[config.mk]
export PLATFORM = sky130hd
export DESIGN_NAME = mem_req_arbiter
export DESIGN_NICKNAME = d
export VERILOG_FILES = /design/src/rtl/mem_req_arbiter.sv
export SDC_FILE = /design/constraint.sdc
export NUM_CORES = 1
export LEC_CHECK = 0
export ABC_AREA = 1
export BUFFER_PORTS_ARGS = -buffer_cell sky130_fd_sc_hd__buf_2
export CAP_MARGIN = 30
export CORE_AREA = 2 2 110 112
export CTS_CLUSTER_DIAMETER = 80
export DETAILED_ROUTE_END_ITERATION = 6
export DIE_AREA = 0 0 112 114
export PLACE_DENSITY = 0.72
export SLEW_MARGIN = 30
export SYNTH_ARGS = -nofsm -noshare
export SYNTH_HDL_FRONTEND = slang
export SYNTH_SLANG_ARGS = --single-unit
[constraint.sdc]
create_clock -name i_clk -period 1.5 [get_ports i_clk]
set_input_delay 0.3 -clock i_clk [delete_from_list [all_inputs] [get_ports i_clk]]
set_output_delay 0.3 -clock i_clk [all_outputs]
set_load 0.05 [all_outputs]
[src/rtl/mem_req_arbiter.sv]
`timescale 1ns/1ps
// mem_req_arbiter
// Shares one SRAM-like memory port between the instruction-fetch requester
// (read-only) and the data requester (MEM stage, read/write). Only one
// transaction is outstanding at a time. Data has priority, but fetch wins
// after STARVE_LIMIT consecutive data grants taken while it was waiting. A
// writeback flush cancels the response of an in-flight fetch. The memory
// transaction itself still completes.
//
// Ports
//   i_clk, i_reset              clock, synchronous active-high reset
//   i_inst_*, o_inst_*          fetch request/grant/response
//   i_data_*, o_data_*          data request/grant/response
//   i_flush                     writeback flush (exception or ertn)
//   o_mem_*                     registered shared-port request fields
//   i_mem_*                     shared-port handshake and read data
//   o_busy                      a transaction is in progress
//
// state  | meaning
// S_IDLE | no transaction; arbitrate and grant this cycle
// S_REQ  | o_mem_req held with stable fields until i_mem_addr_ok
// S_RESP | request accepted; waiting for i_mem_data_ok
module mem_req_arbiter #(
   parameter int STARVE_LIMIT = 4
) (
   input  logic        i_clk,
   input  logic        i_reset,
   input  logic        i_inst_req,
   input  logic [31:0] i_inst_addr,
   output logic        o_inst_addr_ok,
   output logic        o_inst_data_ok,
   output logic [31:0] o_inst_rdata,
   input  logic        i_data_req,
   input  logic        i_data_wr,
   input  logic [1:0]  i_data_size,
   input  logic [3:0]  i_data_wstrb,
   input  logic [31:0] i_data_addr,
   input  logic [31:0] i_data_wdata,
   output logic        o_data_addr_ok,
   output logic        o_data_data_ok,
   output logic [31:0] o_data_rdata,
   input  logic        i_flush,
   output logic        o_mem_req,
   output logic        o_mem_wr,
   output logic [1:0]  o_mem_size,
   output logic [3:0]  o_mem_wstrb,
   output logic [31:0] o_mem_addr,
   output logic [31:0] o_mem_wdata,
   input  logic        i_mem_addr_ok,
   input  logic        i_mem_data_ok,
   input  logic [31:0] i_mem_rdata,
   output logic        o_busy
);

   localparam int CW = $clog2(STARVE_LIMIT + 1);
   localparam logic [CW-1:0] LIMIT = CW'(STARVE_LIMIT);

   typedef enum logic [1:0] {S_IDLE, S_REQ, S_RESP} state_t;

   state_t        r_state;
   state_t        w_state_nxt;
   logic          r_owner_data;
   logic [CW-1:0] r_starve_cnt;
   logic          r_cancel;
   logic          r_mem_req;
   logic          r_mem_wr;
   logic [1:0]    r_mem_size;
   logic [3:0]    r_mem_wstrb;
   logic [31:0]   r_mem_addr;
   logic [31:0]   r_mem_wdata;

   logic          w_data_grant;
   logic          w_inst_grant;
   logic          w_inst_inflight;
   logic          w_flush_inst;
   logic          w_resp_done;
   logic          w_cancel_now;

   always_comb begin
      w_state_nxt  = r_state;
      w_data_grant = 1'b0;
      w_inst_grant = 1'b0;
      case (r_state)
         S_IDLE: begin
            // Fetch overrides data priority once it has been passed over
            // STARVE_LIMIT times in a row.
            if (i_data_req && !((r_starve_cnt == LIMIT) && i_inst_req)) begin
               w_data_grant = 1'b1;
               w_state_nxt  = S_REQ;
            end else if (i_inst_req) begin
               w_inst_grant = 1'b1;
               w_state_nxt  = S_REQ;
            end
         end
         S_REQ: begin
            if (i_mem_addr_ok) w_state_nxt = S_RESP;
         end
         S_RESP: begin
            if (i_mem_data_ok) w_state_nxt = S_IDLE;
         end
         default: w_state_nxt = S_IDLE;
      endcase
   end

   always_comb begin
      w_inst_inflight = (r_state != S_IDLE) && !r_owner_data;
      w_flush_inst    = i_flush && (w_inst_inflight || w_inst_grant);
      w_resp_done     = (r_state == S_RESP) && i_mem_data_ok;
      // A flush landing in the very response cycle must also block the
      // stale instruction, so the live flush is folded in here.
      w_cancel_now    = r_cancel || (i_flush && w_inst_inflight);
   end

   always_ff @(posedge i_clk) begin
      if (i_reset) begin
         r_state      <= S_IDLE;
         r_owner_data <= 1'b0;
         r_starve_cnt <= '0;
         r_cancel     <= 1'b0;
         r_mem_req    <= 1'b0;
         r_mem_wr     <= 1'b0;
         r_mem_size   <= 2'd0;
         r_mem_wstrb  <= 4'd0;
         r_mem_addr   <= 32'd0;
         r_mem_wdata  <= 32'd0;
      end else begin
         r_state <= w_state_nxt;

         if (w_data_grant) begin
            r_owner_data <= 1'b1;
            r_mem_req    <= 1'b1;
            r_mem_wr     <= i_data_wr;
            r_mem_size   <= i_data_size;
            r_mem_wstrb  <= i_data_wstrb;
            r_mem_addr   <= i_data_addr;
            r_mem_wdata  <= i_data_wdata;
            if (!i_inst_req)
               r_starve_cnt <= '0;
            else if (r_starve_cnt != LIMIT)
               r_starve_cnt <= r_starve_cnt + 1'b1;
         end else if (w_inst_grant) begin
            r_owner_data <= 1'b0;
            r_mem_req    <= 1'b1;
            r_mem_wr     <= 1'b0;
            r_mem_size   <= 2'd2;
            r_mem_wstrb  <= 4'd0;
            r_mem_addr   <= i_inst_addr;
            r_mem_wdata  <= 32'd0;
            r_starve_cnt <= '0;
         end else if ((r_state == S_REQ) && i_mem_addr_ok) begin
            r_mem_req <= 1'b0;
         end

         if (w_resp_done)
            r_cancel <= 1'b0;
         else if (w_flush_inst)
            r_cancel <= 1'b1;
      end
   end

   assign o_inst_addr_ok = w_inst_grant;
   assign o_data_addr_ok = w_data_grant;
   assign o_inst_data_ok = w_resp_done && !r_owner_data && !w_cancel_now;
   assign o_data_data_ok = w_resp_done && r_owner_data;
   assign o_inst_rdata   = i_mem_rdata;
   assign o_data_rdata   = i_mem_rdata;

   assign o_mem_req      = r_mem_req;
   assign o_mem_wr       = r_mem_wr;
   assign o_mem_size     = r_mem_size;
   assign o_mem_wstrb    = r_mem_wstrb;
   assign o_mem_addr     = r_mem_addr;
   assign o_mem_wdata    = r_mem_wdata;
   assign o_busy         = (r_state != S_IDLE);

endmodule
# Word-level counts from Yosys, hierarchy flattened
# Cells that the tools add are included.
totals:
  memories: 0
  output_inout_bits: 141
  wordCells: 69
  latch_bits: 0
  ramBits: 0
  register_bits: 79
  romBits: 0
op_classes:
  n_mux: 28
  multipliers: 0
  shifts: 0
  magnitude_cmp: 0
  eq_ne: 8
  bitwise_logic: 0
  n_reduce_logical: 22
  addsub: 1
  n_div: 0
op_table:
  columns: ["operator", "count"]
  rows:
  - ["$mux 32", 4]
  - ["$mux 2", 6]
  - ["$mux 3", 4]
  - ["$mux 1", 11]
  - ["$logic_and 1x1->1", 10]
  - ["$mux 4", 2]
  - ["$ne 3x3->1 const B", 2]
  - ["$pmux 2 s3", 1]
  - ["$ne 2x2->1 const B", 2]
  - ["$reduce_bool 2->1", 2]
  - ["$add 3x1->3 const B", 1]
  - ["$eq 3x3->1 const B", 1]
  - ["$logic_not 1->1", 3]
  - ["$ne 3x2->1 const B", 1]
  - ["$reduce_and 3->1", 1]
  - ["$reduce_bool 3->1", 1]
  - ["$eq 2x1->1 const B", 1]
  - ["$eq 2x2->1 const B", 1]
  - ["$logic_not 2->1", 1]
  - ["$logic_or 1x1->1", 2]
  - ["$reduce_and 2->1", 1]
  - ["$reduce_or 2->1", 1]

# Depth between registers and ports, before layout
depth:
  depth_word: 8
  mapped_depth: 9
  depth_no_buf: 8

# Worst setup path before layout
# OpenSTA, ideal clock, no wires.
synth_path:
  path_kind: "reg2out"
  startpoint: "reg r_state[1]"
  endpoint: "out o_inst_data_ok"
  path_stages_with_launch: 5
  setup_slack_ns: -1.018
  t_arrival_ns: 2.218
  path_cell_list: "dfxtp_1 nor2_4 buf_2 nor2_1 nor4_1"
synth_via:
  elab_chain_cells: 6
  word_cells_on_any_way: 9
  classes_between: "1 x eq/ne; 8 x reduce/logical"
synth_rtl:
  columns: ["item", "line_no", "text"]
  rows:
  - ["start, declared", "60", "state_t r_state;"]
  - ["start signal, assigned", "127", "r_state <= w_state_nxt;"]
  - ["$reduce_bool 2->1", "106", "w_inst_inflight = (r_state != S_IDLE) && !r_owner_data;"]
  - ["$logic_and 1x1->1", "106", null]
  - ["$logic_and 1x1->1", "111", "w_cancel_now = r_cancel || (i_flush && w_inst_inflight);"]
  - ["$logic_or 1x1->1", "111", null]
  - ["$logic_not 1->1", "163", "assign o_inst_data_ok = w_resp_done && !r_owner_data && !w_cancel_now;"]
  - ["$logic_and 1x1->1 (*)", "163", null]
  - ["end, declared", "31", "output logic o_inst_data_ok,"]
# Mark *: on every way between the ends. The rest lies on a longest branch, timed or not.

# Worst setup path in the final report
layout_path:
  startpoint: "reg r_starve_cnt[0]"
  endpoint: "out o_inst_addr_ok"
layout_via:
  elab_chain_cells: 6
layout_rtl:
  columns: ["item", "line_no", "text"]
  rows:
  - ["start, declared", "63", "logic [CW-1:0] r_starve_cnt;"]
  - ["start signal, assigned", "140", "r_starve_cnt <= r_starve_cnt + 1'b1;"]
  - ["$eq 3x3->1", "87", "if (i_data_req && !((r_starve_cnt == LIMIT) && i_inst_req)) begin"]
  - ["$logic_and 1x1->1", "87", null]
  - ["$logic_not 1->1", "87", null]
  - ["$logic_and 1x1->1", "87", null]
  - ["$mux 1", "87", null]
  - ["$mux 1", "83", "case (r_state)"]
  - ["end, declared", "30", "output logic o_inst_addr_ok,"]
# Every way passes these cells.

==> metrics.cfg <==
[timing]
slew_headroom_pct = 66.9
finalSetupViolations = 3
slew_violations = 0
worst_slew_pin_slew_ps = 496
clock.fmax_mhz = 588
finalCriticalPeriod_ps = 1700
whs_ps = 204
hold_violations = 0
min_period_over_period_pct = 113
skew_ps = 7.53
setup_ws_ps = -201
rsz0062_at_grt = true

[cts]
cts_buffers = 9
htree_levels = 3
cts_tree = yes
clock_latency_ps = 340
root_buffer = clkbuf_16
clk_path_buf_depth = 2
clk_pin_slew_ps = 60
cts.sinks = 79

[logic_synthesis]
yosys_warnings = 0
ys_seq_area_share_pct = 36.7
ys_ff_latch = 79
synth_simple_gate_area_share_pct = 34.4
netlist-cell-type-count = 23
syn_area_per_cell_um2 = 6.78
synth_compound_area_share_pct = 5.86
postSynthCellCount = 636
synth_top_family_by_area = simple AND/OR/NAND/NOR gates
synth_fa_ha_area_share_pct = 0.580
synth.area.mux_share_pct = 0
syn_nets = 780
syn_area_um2 = 4310
synthXorXnorAreaFrac_pct = 0.203

[floorplanning]
die_h_um = 114
core-area_um2 = 11700
io_pins = 283
rows = 40
die-width_um = 112
initial_core_util_pct = 36.8
dieArea_um2 = 12800

[pwr]
p_seq_share_pct = 35.1
cellPowerDensity_nw_per_um2 = 1220
intPower_uw = 4410
peakVddDrop_mv = 0.619
leakage_uw = 0.00295
clockPowerShare_pct = 35.6
switching_power_uw = 2340
power_frac_comb_pct = 29.3
switching_share_pct = 34.6

[setup_path]
end_kind = primary output
worstPathMaxFanout = 4
worstPathRequired_ps = 1200
worstSetupStartpointType = flop
r2r_cells = 9
crit_start = r_starve_cnt[0]
crit_arrival_ps = 1400
r2r_end = o_mem_addr[16]
reg2reg_setup_slack_ps = 100
critPathKind = flop to primary output
timing.rr.start = r_state[1]

[outcome]
violations = negative setup slack
outcome = finished, violations left

[worst_hold_path]
hp-start = i_data_wdata[10]
worstHoldPathType = primary input to flop
hold_depth = 3
min_to = o_mem_wdata[10]

[routing]
routed_wl_um = 11600
via_per_inst = 4.57
detail_route.wl_per_cell_um = 12.7
drc = 0
dr.pass1.iters = 4
via_count = 4160
first_iter_violations = 207
ant_nets = 0

[layout]
areaGrowthSynthToFinish_pct = 28.1
nets = 903
antenna_cells = 0
fin_util_pct = 47.1
drive_gt1_share_pct = 33.8
fill_cells = 1216

[global_routing]
grt_pass1_vias = 3757
grt_overflow = 0
grt_pass1_wl_um = 18400
antenna_found_initial = 0
grt_max_degree = 45
grt_usage_pct = 17.9

[job]
maxCapViolations = 0

[placement]
io_buffers = 186
place.gp.congestion = 0.816
place_ws_ps = 10.8
dp_hpwl_um = 8060

## cells in the mapped netlist, drive strengths merged
cell    count  area share (%)
clkbuf     19             1.7
ha          2            0.58
nor2       42             4.0
a21oi      46             5.3
o211ai      1            0.29
nor4        1            0.15
nand3       4            0.87
o21ai       2            0.23
nand3b     34             5.9
nand2     214              19
nand4      33             4.8
buf        86              14
inv        71             6.2
clkinv      1           0.087
dfxtp      79              37
xor2        1            0.20
## worst max-delay path: stages (launching register included)
cell     delay (ps)
dfxtp_2         320
inv_2            70
ha_4            130
nand3_4          90
buf_6           140
a21oi_4         150
buf_12          160
## registers in the layout (all words and copies together) (netlist names)
signal and flops:
r_owner_data 1, o_mem_wr 1, o_mem_req 1, r_cancel 1, r_state 2, o_mem_addr 32
o_mem_wdata 32, r_starve_cnt 3, o_mem_size 2, o_mem_wstrb 4
## worst max-delay path by stage
stage / end / slack, ps / cells past startpoint
2_1_floorplan: o_inst_data_ok / -120 / 4
3_3_place_gp: o_data_addr_ok / 30 / 6
3_5_place_dp: o_data_addr_ok / 10 / 6
4_1_cts: o_inst_addr_ok / -210 / 6
5_1_grt: o_inst_addr_ok / -260 / 6
6_report: o_inst_addr_ok / -200 / 6
## power by group through the flow
stage               Clock [µW]  Sequential (µW)  Combinational (µW)
floorplan                    0             3010                1240
global placement             0             2410                1880
detailed placement           0             2420                1900
CTS                       2460             2370                1950
global route              2570             2400                2150
finish                    2400             2370                1980
## metrics by stage
step	TNS (ps)	instance area [µm²]	total power, µW	std cells
detailed placement	0	5010	4320	887
global placement	0	5010	4300	887
global route	-821	5520	7120	911
finish	-553	5520	6750	911
floorplan	-175	4350	4250	636
CTS	-576	5460	6780	910
## layout by cell type, fill, tap and decap left out
master	instances
a21oi_1	40
a21oi_2	5
a21oi_4	1
buf_12	5
buf_2	181
buf_4	21
buf_6	8
buf_8	2
bufinv_16	2
clkbuf_1	1
clkbuf_16	9
clkbuf_8	1
clkinv_1	1
clkinv_2	1
clkinv_4	1
clkinvlp_4	1
dfxtp_1	74
dfxtp_2	3
dfxtp_4	2
ha_1	1
ha_4	1
inv_1	67
inv_2	3
inv_4	1
nand2_1	213
nand2_2	1
nand3_1	1
nand3_2	1
nand3_4	2
nand3b_1	34
nand4_1	33
nor2_1	38
nor2_4	4
nor4_4	1
o211ai_4	1
o21ai_0	2
xor2_1	1
## layer usage
layer | part of all wire (%) | global-route usage [%] | vias to the layer above | wire (µm)
li1 | - | - | 2147 | -
met3 | 5.8 | 3.93 | 39 | 677
met4 | 3.4 | 10.3 | 0 | 392
met1 | 43 | 21.6 | 1840 | 4980
met2 | 48 | 29.5 | 134 | 5540
met5 | 0 | 0 | - | 0
## logic make-up after synthesis
| family | count (synthesis) |
|---|---|
| compound gates | 49 |
| xor+xnor | 1 |
| fa+ha+maj | 2 |
| buf+inv | 177 |
| flops | 79 |
| simple gates | 328 |
## area by class of cell
| type | count | area, µm² | share of cell area (%) |
|---|---|---|---|
| Clock buffer | 11 | 243 | 4.40 |
| Clock inverter | 5 | 81.3 | 1.47 |
| Inverter | 72 | 273 | 4.94 |
| Multi-Input combinational cell | 380 | 1860 | 33.8 |
| Sequential cell | 79 | 1590 | 28.8 |
| Tap cell | 147 | 184 | 3.33 |
| Timing Repair Buffer | 217 | 1280 | 23.2 |
## repair_timing
item                                    in CTS  in global routing
gates resized for setup                     25                 15
pin swaps                                    6                  2
hold buffers                                 0                  0
buffers inserted                             7                  2
endpoints found under the setup margin       5                 39
No activity file was read; power rests on OpenSTA's default activity.
